$ cat src/rtl/rx_packet_fifo_if.sv
// Bus bundle between the USB receiver / microcontroller side and rx_packet_fifo.
// master drives writes, commit/rollback, reads and clear_err; slave is the FIFO.
interface rx_packet_fifo_if #(
    parameter int unsigned DATA_WIDTH = 8,
    parameter int unsigned DEPTH      = 16
);
    localparam int unsigned CW = $clog2(DEPTH) + 1;

    logic                  w_enable;
    logic [DATA_WIDTH-1:0] w_data;
    logic                  commit;
    logic                  rollback;
    logic                  r_enable;
    logic                  clear_err;
    logic [DATA_WIDTH-1:0] r_data;
    logic                  empty;
    logic                  full;
    logic                  almost_full;
    logic [CW-1:0]         count;
    logic                  overflow;
    logic                  underflow;
    logic                  pkt_drop;

    modport master (
        output w_enable, w_data, commit, rollback, r_enable, clear_err,
        input  r_data, empty, full, almost_full, count, overflow, underflow, pkt_drop
    );

    modport slave (
        input  w_enable, w_data, commit, rollback, r_enable, clear_err,
        output r_data, empty, full, almost_full, count, overflow, underflow, pkt_drop
    );
endinterface

$ cat src/rtl/rx_packet_fifo.sv
// Packet-aware receive FIFO: bytes are written speculatively and become readable
// only on commit; rollback or an overflowed packet discards the partial packet.
module rx_packet_fifo #(
    parameter int unsigned DATA_WIDTH = 8,
    parameter int unsigned DEPTH      = 16,
    parameter int unsigned AF_THRESH  = DEPTH - 2
) (
    input  logic clk,
    input  logic rst,
    rx_packet_fifo_if.slave bus
);
    localparam int unsigned AW = $clog2(DEPTH);
    localparam int unsigned PW = AW + 1;

    logic [PW-1:0]         wr_ptr_q, wr_ptr_d;
    logic [PW-1:0]         cm_ptr_q, cm_ptr_d;
    logic [PW-1:0]         rd_ptr_q, rd_ptr_d;
    logic                  pkt_bad_q, pkt_bad_d;
    logic                  overflow_q, overflow_d;
    logic                  underflow_q, underflow_d;
    logic                  pkt_drop_q, pkt_drop_d;
    logic [DATA_WIDTH-1:0] mem_q [DEPTH];

    logic [PW-1:0] spec_fill;
    logic [PW-1:0] cm_fill;
    logic          full_w;
    logic          empty_w;
    logic          wr_en;
    logic          rd_en;
    logic          drop;

    // Status flags come from registered pointers only.
    assign spec_fill = wr_ptr_q - rd_ptr_q;
    assign cm_fill   = cm_ptr_q - rd_ptr_q;
    assign full_w    = (spec_fill == PW'(DEPTH));
    assign empty_w   = (cm_fill == '0);

    assign wr_en = bus.w_enable && !full_w;
    assign rd_en = bus.r_enable && !empty_w;
    assign drop  = bus.rollback || (bus.commit && pkt_bad_q);

    always_comb begin
        wr_ptr_d    = wr_ptr_q;
        cm_ptr_d    = cm_ptr_q;
        rd_ptr_d    = rd_ptr_q;
        pkt_bad_d   = pkt_bad_q;
        overflow_d  = overflow_q;
        underflow_d = underflow_q;
        pkt_drop_d  = drop;

        if (wr_en) begin
            wr_ptr_d = wr_ptr_q + PW'(1);
        end
        if (rd_en) begin
            rd_ptr_d = rd_ptr_q + PW'(1);
        end

        // Commit captures the post-write pointer so a same-cycle byte is included.
        if (drop) begin
            wr_ptr_d = cm_ptr_q;
        end else if (bus.commit) begin
            cm_ptr_d = wr_ptr_d;
        end

        if (bus.commit || bus.rollback) begin
            pkt_bad_d = 1'b0;
        end else if (bus.w_enable && full_w) begin
            pkt_bad_d = 1'b1;
        end

        // Sticky error flags: a new error beats clear_err.
        if (bus.clear_err) begin
            overflow_d  = 1'b0;
            underflow_d = 1'b0;
        end
        if (bus.w_enable && full_w) begin
            overflow_d = 1'b1;
        end
        if (bus.r_enable && empty_w) begin
            underflow_d = 1'b1;
        end
    end

    always_ff @(posedge clk) begin
        if (rst) begin
            wr_ptr_q    <= '0;
            cm_ptr_q    <= '0;
            rd_ptr_q    <= '0;
            pkt_bad_q   <= 1'b0;
            overflow_q  <= 1'b0;
            underflow_q <= 1'b0;
            pkt_drop_q  <= 1'b0;
        end else begin
            wr_ptr_q    <= wr_ptr_d;
            cm_ptr_q    <= cm_ptr_d;
            rd_ptr_q    <= rd_ptr_d;
            pkt_bad_q   <= pkt_bad_d;
            overflow_q  <= overflow_d;
            underflow_q <= underflow_d;
            pkt_drop_q  <= pkt_drop_d;
        end
    end

    // Storage carries no reset; a discarded write never lands.
    always_ff @(posedge clk) begin
        if (wr_en && !drop && !rst) begin
            mem_q[wr_ptr_q[AW-1:0]] <= bus.w_data;
        end
    end

    assign bus.r_data      = empty_w ? '0 : mem_q[rd_ptr_q[AW-1:0]];
    assign bus.empty       = empty_w;
    assign bus.full        = full_w;
    assign bus.almost_full = (spec_fill >= PW'(AF_THRESH));
    assign bus.count       = cm_fill;
    assign bus.overflow    = overflow_q;
    assign bus.underflow   = underflow_q;
    assign bus.pkt_drop    = pkt_drop_q;
endmodule
$ cat src/flat_wrapper.sv
// flat-port wrapper written by rule: the top's interface ports become plain ports
module rx_packet_fifo_flat 
#(
    parameter int unsigned DATA_WIDTH = 8,
    parameter int unsigned DEPTH      = 16,
    parameter int unsigned AF_THRESH  = DEPTH - 2
)
  (clk, rst, bus_w_enable, bus_w_data, bus_commit, bus_rollback, bus_r_enable, bus_clear_err, bus_r_data, bus_empty, bus_full, bus_almost_full, bus_count, bus_overflow, bus_underflow, bus_pkt_drop);
  rx_packet_fifo_if #(.DATA_WIDTH(DATA_WIDTH), .DEPTH(DEPTH)) bus_i ();
  input  logic clk;
  input  logic rst;
  input wire logic [$bits(bus_i.w_enable)-1:0] bus_w_enable;
  input wire logic [$bits(bus_i.w_data)-1:0] bus_w_data;
  input wire logic [$bits(bus_i.commit)-1:0] bus_commit;
  input wire logic [$bits(bus_i.rollback)-1:0] bus_rollback;
  input wire logic [$bits(bus_i.r_enable)-1:0] bus_r_enable;
  input wire logic [$bits(bus_i.clear_err)-1:0] bus_clear_err;
  output wire logic [$bits(bus_i.r_data)-1:0] bus_r_data;
  output wire logic [$bits(bus_i.empty)-1:0] bus_empty;
  output wire logic [$bits(bus_i.full)-1:0] bus_full;
  output wire logic [$bits(bus_i.almost_full)-1:0] bus_almost_full;
  output wire logic [$bits(bus_i.count)-1:0] bus_count;
  output wire logic [$bits(bus_i.overflow)-1:0] bus_overflow;
  output wire logic [$bits(bus_i.underflow)-1:0] bus_underflow;
  output wire logic [$bits(bus_i.pkt_drop)-1:0] bus_pkt_drop;
  assign bus_i.w_enable = bus_w_enable;
  assign bus_i.w_data = bus_w_data;
  assign bus_i.commit = bus_commit;
  assign bus_i.rollback = bus_rollback;
  assign bus_i.r_enable = bus_r_enable;
  assign bus_i.clear_err = bus_clear_err;
  assign bus_r_data = bus_i.r_data;
  assign bus_empty = bus_i.empty;
  assign bus_full = bus_i.full;
  assign bus_almost_full = bus_i.almost_full;
  assign bus_count = bus_i.count;
  assign bus_overflow = bus_i.overflow;
  assign bus_underflow = bus_i.underflow;
  assign bus_pkt_drop = bus_i.pkt_drop;
  rx_packet_fifo #(.DATA_WIDTH(DATA_WIDTH), .DEPTH(DEPTH), .AF_THRESH(AF_THRESH)) u_core (.clk(clk), .rst(rst), .bus(bus_i));
endmodule
$ cat config.mk
export PLATFORM = sky130hd
export DESIGN_NAME = rx_packet_fifo_flat
export DESIGN_NICKNAME = d
export VERILOG_FILES = /design/src/rtl/rx_packet_fifo_if.sv /design/src/rtl/rx_packet_fifo.sv /design/src/flat_wrapper.sv
export SDC_FILE = /design/constraint.sdc
export NUM_CORES = 1
export LEC_CHECK = 0
export CELL_PAD_IN_SITES_DETAIL_PLACEMENT = 0
export CELL_PAD_IN_SITES_GLOBAL_PLACEMENT = 2
export CORE_AREA = 2 2 150 152
export CTS_CLUSTER_DIAMETER = 80
export DETAILED_ROUTE_END_ITERATION = 7
export DIE_AREA = 0 0 152 154
export PLACE_DENSITY = 0.57
export SLEW_MARGIN = 30
export SYNTH_ARGS = -nofsm -noshare
export SYNTH_HDL_FRONTEND = slang
export SYNTH_SLANG_ARGS = --single-unit
$ cat constraint.sdc
create_clock -name clk -period 6.14 [get_ports clk]
set_input_delay 1.228 -clock clk [delete_from_list [all_inputs] [get_ports clk]]
set_output_delay 1.228 -clock clk [all_outputs]
set_load 0.05 [all_outputs]
== After elaboration in Yosys (flattened, before gate mapping) ==
Memories as Yosys holds them, arrays and structs flattened. A register that Yosys moved wholly into a read port is not among the register bits.
Cells that the tools add are included.

* Register bits: 19
* Bits in latches: 0
* Bits in writable memories: 128
* Memory bits (read-only): 0
* Input port bits: 15
* Output and inout port bits: 19
* Word-level logic and storage cells: 43
* Memories kept: 1

{| class="wikitable"
|+ Memory list
! memory !! words !! width !! read ports !! clocked after memory_dff !! wr ports !! line !! source
|-
| u_core.mem_q || 16 || 8 || 1 || 1 || 1 || rx_packet_fifo.sv:22 || <nowiki>logic [DATA_WIDTH-1:0] mem_q [DEPTH];</nowiki>
|}

* Add/subtract/negate cells: 4
* Multiply operators: 0
* Div/mod/pow operators: 0
* Order comparisons: 1
* Equal/unequal tests: 1
* Shift operators: 0
* Muxes and demuxes: 10
* Bitwise operators: 1
* Reduce and logical (&&, ||, !) cells: 18

{| class="wikitable"
|+ Operators with widths
! cell !! number
|-
| $add 5x1->5 const B || 2
|-
| $mux 5 || 2
|-
| $sub 5x5->5 || 2
|-
| $mux 4 || 2
|-
| $mux 8 || 1
|-
| $logic_and 1x1->1 || 7
|-
| $eq 5x5->1 const B || 1
|-
| $ge 5x4->1 const B || 1
|-
| $logic_not 5->1 || 1
|-
| $mux 1 || 5
|-
| $logic_not 1->1 || 4
|-
| $reduce_bool 2->1 || 2
|-
| $logic_or 1x1->1 || 2
|-
| $reduce_and 2->1 || 1
|-
| $reduce_or 2->1 || 1
|-
| $not 1->1 || 1
|}

== Depth between registers and ports, before layout ==
* Depth in word-level cells: 8
* Gate-level depth with buffers: 10
* Gate-level depth less buffers: 10

== Worst setup path before layout ==
OpenSTA, ideal clock, no wires.

* Path type: reg2out
* From: register u_core.rd_ptr_q[0]
* To: output bus_r_data[6]
* Arrival time: 3791 ps
* Data required time: 4912 ps
* Slack: 1121 ps
* Stages on the path, launching flop included: 8
* Buffers on the path: 1
* Cell sequence: dfxtp_1 ha_1 fa_1 xnor2_1 nor3_1 and2_0 buf_2 a211oi_1

* Cells in the longest elaborated chain, start to end: 3

{| class="wikitable"
|+ Ends and longest elaborated chain
! element !! line !! source
|-
| from (decl) || rx_packet_fifo.sv:17 || <nowiki>logic [PW-1:0] rd_ptr_q, rd_ptr_d;</nowiki>
|-
| from (signal assigned) || rx_packet_fifo.sv:96 || <nowiki>rd_ptr_q <= rd_ptr_d;</nowiki>
|-
| $sub 5x5->5 || rx_packet_fifo.sv:34 || <nowiki>assign cm_fill = cm_ptr_q - rd_ptr_q;</nowiki>
|-
| via bus_count[2] || flat_wrapper.sv:22 || <nowiki>output wire logic [$bits(bus_i.count)-1:0] bus_count;</nowiki>
|-
| $logic_not 5->1 || rx_packet_fifo.sv:36 || <nowiki>assign empty_w = (cm_fill == '0);</nowiki>
|-
| via bus_empty || flat_wrapper.sv:19 || <nowiki>output wire logic [$bits(bus_i.empty)-1:0] bus_empty;</nowiki>
|-
| $mux 8 || rx_packet_fifo.sv:111 || <nowiki>assign bus.r_data = empty_w ? '0 : mem_q[rd_ptr_q[AW-1:0]];</nowiki>
|-
| to (decl) || flat_wrapper.sv:18 || <nowiki>output wire logic [$bits(bus_i.r_data)-1:0] bus_r_data;</nowiki>
|}

The timed path passes the listed nets, and every way through them passes these cells.

==> flow_summary.toml <==
[synthesis]
syn-mean-instance-area_um2 = 18.0
synth_edf_count = 128
ys_warn_count = 0
syn_inst = 358
ys_types = 49
ys_ff_latch = 151
yosysSeqAreaShare = 0.669
async_flop_share = 0
syn_nets = 388
synth_ff_type = "edfxtp_1"
syn_area_um2 = 6440

[setup_path]
path_max_fanout = 20
critPathArrivalTime_ps = 3550
worstPathRequired_ps = 4910
r2r-start = "u_core.rd_ptr_q[0]"
reg2reg_depth = 9
worst_setup_path_end_kind = "output pin"
worst-setup-path-type = "reg -> out"
setup.worst_path.start_class = "register"
timing.rr.end = "u_core.mem_q[9][7]"
rrSetupSlack_ps = 2910

[clocking]
h-tree-depth = 4
ctsHoldBuffers = 0
clock-sinks = 151
cts_root_buf = "clkbuf_16"
tritoncts = "built"
path_clk_slew_ps = 60
clk_latency_ps = 430
cts_made_buffers = 17
postCtsSetupBuffers = 0
post_cts_resized = 0
clockBufferDepth = 2

[place]
place.gp.congestion = 0.698
hpwl_um = 8580
placed_area_um2 = 7060
port-buffer-count = 33

[grt]
grtUsageMet2 = 0.197
grt_max_degree = 33
use_met3 = 0.0285
grt-busiest-layer = "met2"
grt.met1_usage = 0.172
grt_pass1_vias = 3391
grt_first_pass_wirelength_um = 21300
grt_overflow = 0
antenna_found_initial = 0
grtUsageTotal = 0.126

[timing]
finalCriticalPeriod_ps = 4780
final_hold_viol_count = 0
grt_setup_unrepaired = "no"
finalClockSkew_ps = 12.1
fmax_mhz = 209
max_slew.worst_pin.slew_ps = 878
setup_viol = 0
slew_headroom = 0.415
fin_crit_sh = 0.778
setup_tns_ps = 0
finalMaxSlewViolations = 0

[floorplan]
num_io_pins = 34
die_area_um2 = 23400
fp.dieW_um = 152
row_count = 54
core_um2 = 21700
die_height_um = 154
initial_core_util = 0.297

[detailed_routing]
drcViolationCount = 0
wl_per_cell_um = 20.3
vias = 3282
routed_wl_um = 14000
ant_nets = 0
drt_iter0_drc = 228
vias_per_cell = 4.74
drtPass1Iterations = 4

[finish]
fin_area_um2 = 7620
ff_latch_area_um2 = 4310
multiInputGateArea_um2 = 2010
nets = 430
area_growth_pct = 18.3
drive_gt1_frac = 0.208
fillers = 2048
antenna_cells = 0

[min_path]
holdPathStages = 2
hp-class = "reg -> reg"
hold_start = "u_core.bus.overflow"
hold_end = "u_core.bus.overflow"

[power_and_ir_drop]
ir_drop_mv = 0.167
p_per_area_nw_per_um2 = 348
p_leak_nw = 2.44
finalPower_mw = 2.65

[outcome]
run_status = "finished, final reports clean"

[flow_run]
cap_violations = 0
## through the flow
step,worst slack [ps],util,std cells,hold slack (ps)
global placement,1750,0.325,661,461
CTS,1280,0.351,693,480
finish,1360,0.351,693,474
floorplan,1120,-,358,447
detailed placement,1740,0.326,661,471
global route,1140,0.351,693,505
## routing by layer
metal,vias to the layer above,wire length [um]
li1,1498,-
met1,1698,6370
met2,70,6820
met3,16,638
met4,0,208
met5,-,0
## registers in the layout, indices dropped and copies added, names as in the netlist, named ones only
name	flops
u_core.wr_ptr_q	5
u_core.bus.pkt_drop	1
u_core.mem_q	128
u_core.pkt_bad_q	1
u_core.cm_ptr_q	5
u_core.bus.overflow	1
u_core.bus.underflow	1
u_core.rd_ptr_q	5
## cell usage in the layout, fill, tap and decap left out, types with 2 or more instances in the layout
cell,netlist,layout
edfxtp_1,128,128
mux4_2,35,35
clkdlybuf4s50_1,0,33
dfxtp_1,23,21
clkbuf_16,0,17
and2_1,16,16
nor2_1,15,15
inv_1,14,14
ha_1,13,13
nand2_1,11,11
nor2b_1,9,9
a211oi_1,7,7
a21oi_1,7,7
o21ai_0,6,6
xor2_1,6,6
nand2b_1,5,5
mux2_2,5,5
mux4_1,4,4
inv_6,0,4
nand3_1,3,3
nor3_1,3,3
mux2i_1,3,3
nor2b_4,3,3
nor3b_2,2,3
clkinvlp_4,0,3
a21o_1,2,2
xnor2_1,2,2
o311ai_1,2,2
fa_1,2,2
dfxtp_2,0,2
clkbuf_1,4,2
clkinv_1,0,2
buf_4,0,2
## worst max-delay path, cell delays in order, from the launching register on
cell	delay, ps
dfxtp_2	810
buf_4	400
mux4_1	600
mux4_2	470
nor2b_4	130
clkdlybuf4s50_1	700
## logic make-up after synthesis
family,Yosys count,share of synthesized area
XOR/XNOR,10,0.0159
AO/OA/AOI/OAI,34,0.0433
buffers and inverters,26,0.0200
adder cells (fa/ha/maj),15,0.0315
multiplexers,47,0.152
AND/OR/NAND/NOR,75,0.0684
flip-flops,151,0.669
## cells in the mapped netlist, types with 4 or more instances
master    instances  area, um^2
a21oi_1           7        35.0
and2_1           16         100
mux4_1            4         105
o21ai_0           6        30.0
buf_6             4        45.0
edfxtp_1        128        3840
ha_1             13         163
nor2_1           15        56.3
inv_1            14        52.6
mux4_2           35         788
xor2_1            6        52.6
nor2b_1           9        56.3
nand2_1          11        41.3
clkbuf_1          4        15.0
a211oi_1          7        52.6
nand2b_1          5        31.3
mux2_2            5        56.3
dfxtp_1          23         460
## cell type report
cell class,instances,area share
Sequential cell,151,0.565
Timing Repair Buffer,35,0.0453
Clock inverter,13,0.0158
Clock buffer,19,0.0568
Tap cell,280,0.0460
Multi-Input combinational cell,181,0.264
Inverter,14,0.00690
## worst max path at each step
stage	from	to	slack (ps)	cells past startpoint
finish	register	bus_r_data[4]	1360	5
global route	register	bus_r_data[4]	1140	5
CTS	register	bus_r_data[4]	1280	5
detailed placement	register	bus_r_data[4]	1740	5
global placement	register	bus_r_data[4]	1750	5
floorplan	u_core.rd_ptr_q[0]	bus_r_data[6]	1120	7
## power breakdown
part	switching [mW]	internal [mW]	leakage, nW	total, mW
sequential	0.0375	1.13	1.34	1.16
combinational	0.294	0.209	0.838	0.503
clock	0.425	0.561	0.262	0.986
total	0.757	1.90	2.44	2.65
No activity file was read; power rests on OpenSTA's default activity.
